--- config.mk ---
export PLATFORM = sky130hd
export DESIGN_NAME = pump_controller_fsm
export DESIGN_NICKNAME = d
export VERILOG_FILES = /design/src/rtl/pump_controller_fsm.sv
export SDC_FILE = /design/constraint.sdc
export NUM_CORES = 1
export LEC_CHECK = 0
export ABC_CLOCK_PERIOD_IN_PS = 2300
export CORE_ASPECT_RATIO = 0.8
export CORE_MARGIN = 5
export CORE_UTILIZATION = 35
export DETAILED_ROUTE_END_ITERATION = 8
export PLACE_DENSITY = 0.54
export SYNTH_ARGS = -nofsm -noshare
export SYNTH_HDL_FRONTEND = slang
export SYNTH_SLANG_ARGS = --single-unit
--- constraint.sdc ---
create_clock -name clk -period 2.3 [get_ports clk]
set_clock_uncertainty 0.05 [all_clocks]
set_input_delay 0.46 -clock clk [delete_from_list [all_inputs] [get_ports clk]]
set_output_delay 0.46 -clock clk [all_outputs]
set_load 0.02 [all_outputs]
--- src/rtl/pump_controller_fsm.sv ---
// -----------------------------------------------------------------------------
// pump_controller_fsm
//
// Purpose: automatic transfer-pump controller between a lower (inf) and an
// upper (sup) tank. Raw level codes are normalised (optionally inverted for
// active-low sensors) and then debounced. A four-state FSM drives the pump
// from the debounced levels only:
//   IDLE -> PUMPING -> LOCKOUT -> IDLE, with FAULT on out-of-range levels.
// LOCKOUT is an anti-short-cycle hold-off of MIN_OFF_CYCLES cycles.
//
// Optional feature: define PUMP_RUN_TIMEOUT_EN to add a no-progress watchdog
// while PUMPING. The watchdog counter clears whenever the debounced upper level
// rises; reaching RUN_TIMEOUT_CYCLES sends the FSM to FAULT. Without the macro
// no watchdog logic exists and the timeout term is a constant 0.
//
// Ports:
//   clk           in   system clock
//   rst_n         in   asynchronous active-low reset
//   lvl_inf       in   raw lower-tank level code  [LVL_W-1:0]
//   lvl_sup       in   raw upper-tank level code  [LVL_W-1:0]
//   en_auto       in   automatic mode enable
//   fault_clr     in   fault acknowledge
//   pump_on       out  pump drive (state == PUMPING)
//   solenoid_open out  refill valve (lower level below refill mark, no fault)
//   led_green     out  mirrors pump_on
//   led_red       out  inverse of pump_on
//   fault         out  state == FAULT
//   state_o       out  current FSM state encoding [1:0]
// -----------------------------------------------------------------------------
module pump_controller_fsm #(
    parameter int CLK_HZ             = 25_000_000,
    parameter int LVL_W              = 3,
    parameter int LVL_MAX            = 4,
    parameter int INVERT_LEVEL_CODE  = 0,
    parameter int LVL_SUP_START      = 1,
    parameter int LVL_INF_START      = 3,
    parameter int LVL_SUP_STOP       = 3,
    parameter int LVL_INF_STOP       = 1,
    parameter int LVL_INF_REFILL     = 4,
    parameter int DEB_CYCLES         = 4,
    parameter int MIN_OFF_CYCLES     = 8,
    parameter int RUN_TIMEOUT_CYCLES = 64
) (
    input  logic             clk,
    input  logic             rst_n,
    input  logic [LVL_W-1:0] lvl_inf,
    input  logic [LVL_W-1:0] lvl_sup,
    input  logic             en_auto,
    input  logic             fault_clr,
    output logic             pump_on,
    output logic             solenoid_open,
    output logic             led_green,
    output logic             led_red,
    output logic             fault,
    output logic [1:0]       state_o
);

    // CLK_HZ only documents the clock; RUN_TIMEOUT_CYCLES is only consumed
    // when the watchdog is built. Neither needs hardware here.
    if (CLK_HZ < 1 || RUN_TIMEOUT_CYCLES < 1) begin : g_cfg_doc
    end

    // Both lengths are defined with a minimum of 1.
    localparam int DEB_N  = (DEB_CYCLES < 1) ? 1 : DEB_CYCLES;
    localparam int OFF_N  = (MIN_OFF_CYCLES < 1) ? 1 : MIN_OFF_CYCLES;
    localparam int DEB_CW = $clog2(DEB_N + 1);
    localparam int OFF_CW = $clog2(OFF_N + 1);

    localparam logic [DEB_CW-1:0] DEB_TOP = DEB_CW'(DEB_N);
    localparam logic [OFF_CW-1:0] OFF_TOP = OFF_CW'(OFF_N);

    localparam logic [LVL_W-1:0] L_MAX        = LVL_W'(LVL_MAX);
    localparam logic [LVL_W-1:0] L_SUP_START  = LVL_W'(LVL_SUP_START);
    localparam logic [LVL_W-1:0] L_INF_START  = LVL_W'(LVL_INF_START);
    localparam logic [LVL_W-1:0] L_SUP_STOP   = LVL_W'(LVL_SUP_STOP);
    localparam logic [LVL_W-1:0] L_INF_STOP   = LVL_W'(LVL_INF_STOP);
    localparam logic [LVL_W-1:0] L_INF_REFILL = LVL_W'(LVL_INF_REFILL);

    typedef enum logic [1:0] {
        S_IDLE    = 2'd0,
        S_PUMPING = 2'd1,
        S_LOCKOUT = 2'd2,
        S_FAULT   = 2'd3
    } state_e;

    // -------------------------------------------------------------------------
    // Normalisation and debounce. Channel 0 = lower tank, channel 1 = upper.
    // -------------------------------------------------------------------------
    function automatic logic [LVL_W-1:0] normalise(input logic [LVL_W-1:0] raw);
        if (INVERT_LEVEL_CODE != 0) begin
            return L_MAX - raw;
        end
        return raw;
    endfunction

    logic [1:0][LVL_W-1:0]  norm;
    logic [1:0][LVL_W-1:0]  samp_q;
    logic [1:0][LVL_W-1:0]  lvl_q;
    logic [1:0][DEB_CW-1:0] cnt_q;
    logic [1:0][DEB_CW-1:0] cnt_d;
    logic [LVL_W-1:0]       inf_lvl;
    logic [LVL_W-1:0]       sup_lvl;

    assign norm[0] = normalise(lvl_inf);
    assign norm[1] = normalise(lvl_sup);

    // cnt_q counts consecutive identical samples including the current one.
    // A zero count (after reset) means no valid previous sample exists, so the
    // full DEB_CYCLES run is needed before anything is accepted.
    always_comb begin
        // NOTE: every always_comb output gets a default first so no path can
        // leave it unassigned and infer a latch.
        cnt_d = '0;
        for (int i = 0; i < 2; i++) begin
            if (cnt_q[i] == '0 || norm[i] != samp_q[i]) begin
                cnt_d[i] = DEB_CW'(1);
            end else if (cnt_q[i] == DEB_TOP) begin
                cnt_d[i] = DEB_TOP;
            end else begin
                cnt_d[i] = cnt_q[i] + 1'b1;
            end
        end
    end

    always_ff @(posedge clk or negedge rst_n) begin
        if (!rst_n) begin
            samp_q <= '0;
            cnt_q  <= '0;
            lvl_q  <= '0;
        end else begin
            // NOTE: sequential state uses non-blocking assignments so every
            // register samples pre-edge values regardless of statement order.
            samp_q <= norm;
            cnt_q  <= cnt_d;
            for (int i = 0; i < 2; i++) begin
                if (cnt_d[i] == DEB_TOP) begin
                    lvl_q[i] <= norm[i];
                end
            end
        end
    end

    assign inf_lvl = lvl_q[0];
    assign sup_lvl = lvl_q[1];

    // -------------------------------------------------------------------------
    // Level decisions (debounced values only)
    // -------------------------------------------------------------------------
    logic start;
    logic stop;
    logic range_err;
    logic timeout;

    assign start     = (sup_lvl == L_SUP_START) && (inf_lvl == L_INF_START);
    assign stop      = (inf_lvl <= L_INF_STOP) || (sup_lvl >= L_SUP_STOP);
    assign range_err = (inf_lvl > L_MAX) || (sup_lvl > L_MAX);

    state_e state_q;
    state_e state_d;

`ifdef PUMP_RUN_TIMEOUT_EN
    // -------------------------------------------------------------------------
    // No-progress watchdog: zero outside PUMPING (so it is clear on entry),
    // cleared when the upper level rises, saturating at RUN_TIMEOUT_CYCLES.
    // -------------------------------------------------------------------------
    localparam int RUN_CW = $clog2(RUN_TIMEOUT_CYCLES + 1);
    localparam logic [RUN_CW-1:0] RUN_TOP = RUN_CW'(RUN_TIMEOUT_CYCLES);

    logic [RUN_CW-1:0] run_cnt_q;
    logic [RUN_CW-1:0] run_cnt_d;
    logic [LVL_W-1:0]  sup_prev_q;

    always_comb begin
        run_cnt_d = '0;
        if (state_q == S_PUMPING && !(sup_lvl > sup_prev_q)) begin
            run_cnt_d = (run_cnt_q == RUN_TOP) ? RUN_TOP : run_cnt_q + 1'b1;
        end
    end

    always_ff @(posedge clk or negedge rst_n) begin
        if (!rst_n) begin
            run_cnt_q  <= '0;
            sup_prev_q <= '0;
        end else begin
            run_cnt_q  <= run_cnt_d;
            sup_prev_q <= sup_lvl;
        end
    end

    assign timeout = (run_cnt_q == RUN_TOP);
`else
    assign timeout = 1'b0;
`endif

    // -------------------------------------------------------------------------
    // FSM
    // -------------------------------------------------------------------------
    logic [OFF_CW-1:0] off_cnt_q;
    logic [OFF_CW-1:0] off_cnt_d;

    always_comb begin
        state_d = state_q;
        case (state_q)
            S_IDLE: begin
                if (range_err) begin
                    state_d = S_FAULT;
                end else if (en_auto && start) begin
                    state_d = S_PUMPING;
                end
            end
            S_PUMPING: begin
                if (range_err || timeout) begin
                    state_d = S_FAULT;
                end else if (!en_auto || stop) begin
                    state_d = S_LOCKOUT;
                end
            end
            S_LOCKOUT: begin
                // Leave on the edge where the counter steps from 1 to 0, so
                // LOCKOUT lasts exactly MIN_OFF_CYCLES cycles.
                if (range_err) begin
                    state_d = S_FAULT;
                end else if (off_cnt_q <= OFF_CW'(1)) begin
                    state_d = S_IDLE;
                end
            end
            S_FAULT: begin
                if (fault_clr && !range_err) begin
                    state_d = S_LOCKOUT;
                end
            end
            default: state_d = S_IDLE;
        endcase
    end

    // Lockout counter: loaded on any entry into LOCKOUT, counts down while in
    // it, saturating at zero.
    always_comb begin
        off_cnt_d = '0;
        if (state_d == S_LOCKOUT && state_q != S_LOCKOUT) begin
            off_cnt_d = OFF_TOP;
        end else if (state_q == S_LOCKOUT && off_cnt_q != '0) begin
            off_cnt_d = off_cnt_q - 1'b1;
        end
    end

    always_ff @(posedge clk or negedge rst_n) begin
        if (!rst_n) begin
            state_q   <= S_IDLE;
            off_cnt_q <= '0;
        end else begin
            state_q   <= state_d;
            off_cnt_q <= off_cnt_d;
        end
    end

    // -------------------------------------------------------------------------
    // Outputs: pure decodes of registered state, so reset acts on them
    // immediately.
    // -------------------------------------------------------------------------
    assign pump_on       = (state_q == S_PUMPING);
    assign led_green     = pump_on;
    assign led_red       = ~pump_on;
    assign fault         = (state_q == S_FAULT);
    assign solenoid_open = (inf_lvl < L_INF_REFILL) && (state_q != S_FAULT);
    assign state_o       = state_q;

endmodule

==> impl_metrics.tcl <==
set metrics [dict create \
    syn_area_um2 1180 \
    multi_input_area_um2 531 \
    die_y_um 61.9 \
    num_io_pins 17 \
    yosysTopAreaCell "dfrtp_1" \
    p_per_area_nw_per_um2 580 \
    synthFlopType "dfrtp_1" \
    status "complete, no violations" \
    worst_slew_pin_slew_ps 375 \
    antenna_found_initial 0 \
    async_reset_ff_share_pct 100 \
    synth_cell_types 29 \
    reg2reg_depth 5 \
    gp_congestion 0.736 \
    tns_ps 0 \
    ff_latch_area_um2 601 \
    worstPathMaxFanout 6 \
    drive_gt1_share_pct 15.0 \
    worstPathArrival_ps 1580 \
    hold_viol 0 \
    globalRoute.totalOverflow 0 \
    postCtsSetupBuffers 0 \
    syn2layout_area_growth_pct 22.6 \
    hold_depth 1 \
    drv_slew 0 \
    peakVddDrop_uv 299 \
    worst_setup_path_end_kind "primary output" \
    yosysWarnings 0 \
    cts.reportedPaths.clkPinSlew_ps 70 \
    synth.area.top_cells "dfrtp_1 (51%), ha_1 (7.4%), mux2_2 (5.7%)" \
    dp_hpwl_um 1590 \
    drcViolationCount 0 \
    wl_um 2010 \
    setup_ws_ps 211 \
    fmax_mhz 479 \
    cp-start-kind "register" \
    cts-root-buf "clkbuf_8" \
    rsz0062_at_grt "no" \
    syn_area_per_cell_um2 11.9 \
    ys_seq_area_share_pct 50.9 \
    h-tree-depth 1 \
    synth_edf_count 0 \
    placed_cell_area_um2 1410 \
    cts_made_buffers 3 \
    via_per_inst 4.74 \
    cts_tree "done" \
    synth_seq_cells 24 \
    core-area_um2 3150 \
    worstSkewPairLatency_ps 250 \
    setup_violations 0 \
    cap_violations 0 \
    grt_pass1_vias 821 \
    die_x_um 74.9 \
    slew_headroom_pct 75.0 \
    grt_usage_pct 10.9 \
    initial_utilization_pct 37.4 \
    hp-class "reg -> reg" \
    vias 759 \
    num_rows 18 \
    synth_top_area_share_pct 50.9 \
    die-area_um2 4640 \
    finalCritPeriodShare_pct 90.8 \
    syn_nets 116 \
    wl_per_cell_um 12.6 \
    final_cells 160 \
    antenna_cells 0 \
    dp.cells 157 \
    cts_sinks 24 \
    pre_cts_ws_ps 63.4 \
    total_power_w 0.000839 \
    period_needed_ps 2090 \
    postCtsResizedCells 0 \
    required_ps 1790 \
    postRouteAntennaNets 0 \
    filler_cell_count 306 \
    synthCells 99 \
    drt_iter0_drc 19 \
    worstSetupPathType "reg -> out" \
    dr.pass1.iters 3 \
    ctsHoldBuffers 0 \
    grt_pass1_wl_um 3860 \
    final_nets 139 \
    final_area_um2 1450 \
    cts_max_path_buffers 2 \
    port_buffers 16 \
    grt_max_degree 25 \
    leakage_nw 0.681 \
]
==> worst max-delay path: stages, from the launching register on <==
cell             delay (ps)
dfrtp_1                 430
nand2b_1                200
inv_1                    90
clkdlybuf4s50_1         600
==> logic make-up (layout without fill, tap and decap cells) <==
logic type               Yosys count  after routing  synth area share, %
AO/OA/AOI/OAI                     16             16                 14.6
XOR/XNOR                           8              8                 5.94
adder cells (fa/ha/maj)            7              7                 7.42
buffers and inverters             12             33                 4.14
flip-flops                        24             24                 50.9
multiplexers                       6              6                 5.73
AND/OR/NAND/NOR                   26             26                 11.2
==> worst paths after layout <==
| check | start | end | slack (ps) |
|---|---|---|---|
| max | state_o[1] | pump_on | 210 |
| min | off_cnt_q[0] | off_cnt_q[0] | 450 |
| max reg2reg | cnt_q[0] | inf_lvl[1] | 500 |
| min reg2reg | off_cnt_q[0] | off_cnt_q[0] | 450 |
| max in group asynchronous | rst_n | cnt_q[1] | 1470 |
| min in group asynchronous | rst_n | off_cnt_q[0] | 500 |
==> layer usage <==
| layer | vias up | part of all wire, % | GRT usage (%) |
|---|---|---|---|
| met5 | - | 0 | 0 |
| met4 | 0 | 0.60 | 2.28 |
| met3 | 2 | 6.9 | 4.82 |
| met2 | 15 | 43 | 16.6 |
| met1 | 361 | 49 | 14.4 |
| li1 | 381 | - | - |
==> final cells by class <==
| cell class | count | share of cell area, % |
|---|---|---|
| tap | 40 | 3.46 |
| inverter | 11 | 2.85 |
| multi-input combinational | 63 | 36.7 |
| clock buffer | 3 | 2.85 |
| sequential | 24 | 41.5 |
| timing repair buffer | 19 | 12.6 |
==> power breakdown <==
part           internal (W)  switching, W  leakage [nW]
clock              0.000117      0.000116        0.0216
combinational     0.0000710     0.0000635         0.349
sequential         0.000449     0.0000229         0.310
==> cells in the final DEF, fill, tap and decap left out, types with 2 or more instances in the layout <==
| master | count |
|---|---|
| inv_1 | 10 |
| o211a_1 | 3 |
| clkbuf_8 | 3 |
| o211ai_1 | 2 |
| nand3b_1 | 2 |
| dfrtp_1 | 24 |
| nor2_1 | 5 |
| ha_1 | 7 |
| buf_4 | 3 |
| xnor2_1 | 2 |
| clkdlybuf4s50_1 | 16 |
| nand2_1 | 7 |
| a2111oi_4 | 2 |
| o21ai_0 | 3 |
| xor2_1 | 6 |
| nor2b_1 | 4 |
| nor3_1 | 2 |
| mux2_2 | 6 |
==> metrics by stage <==
stage / util [%] / hold slack, ps
floorplan: - / 114
global placement: 44.6 / 434
detailed placement: 44.6 / 443
CTS: 45.9 / 456
global route: 45.9 / 498
finish: 45.9 / 454
==> flip-flops by register name, summed over array words and instances (netlist names) <==
signal and count:
inf_lvl 3, samp_q 6, off_cnt_q 4, sup_lvl 3
cnt_q 6, state_o 2
==> synthesized netlist by cell type, drive strengths merged, types with 3 or more instances <==
cell type and instances:
dfrtp 24, ha 7, nor2 5, mux2 6, o21ai 3, inv 11
xor2 6, o211a 3, nor2b 4, nand2 7
Power figures use the tool's default switching activity.
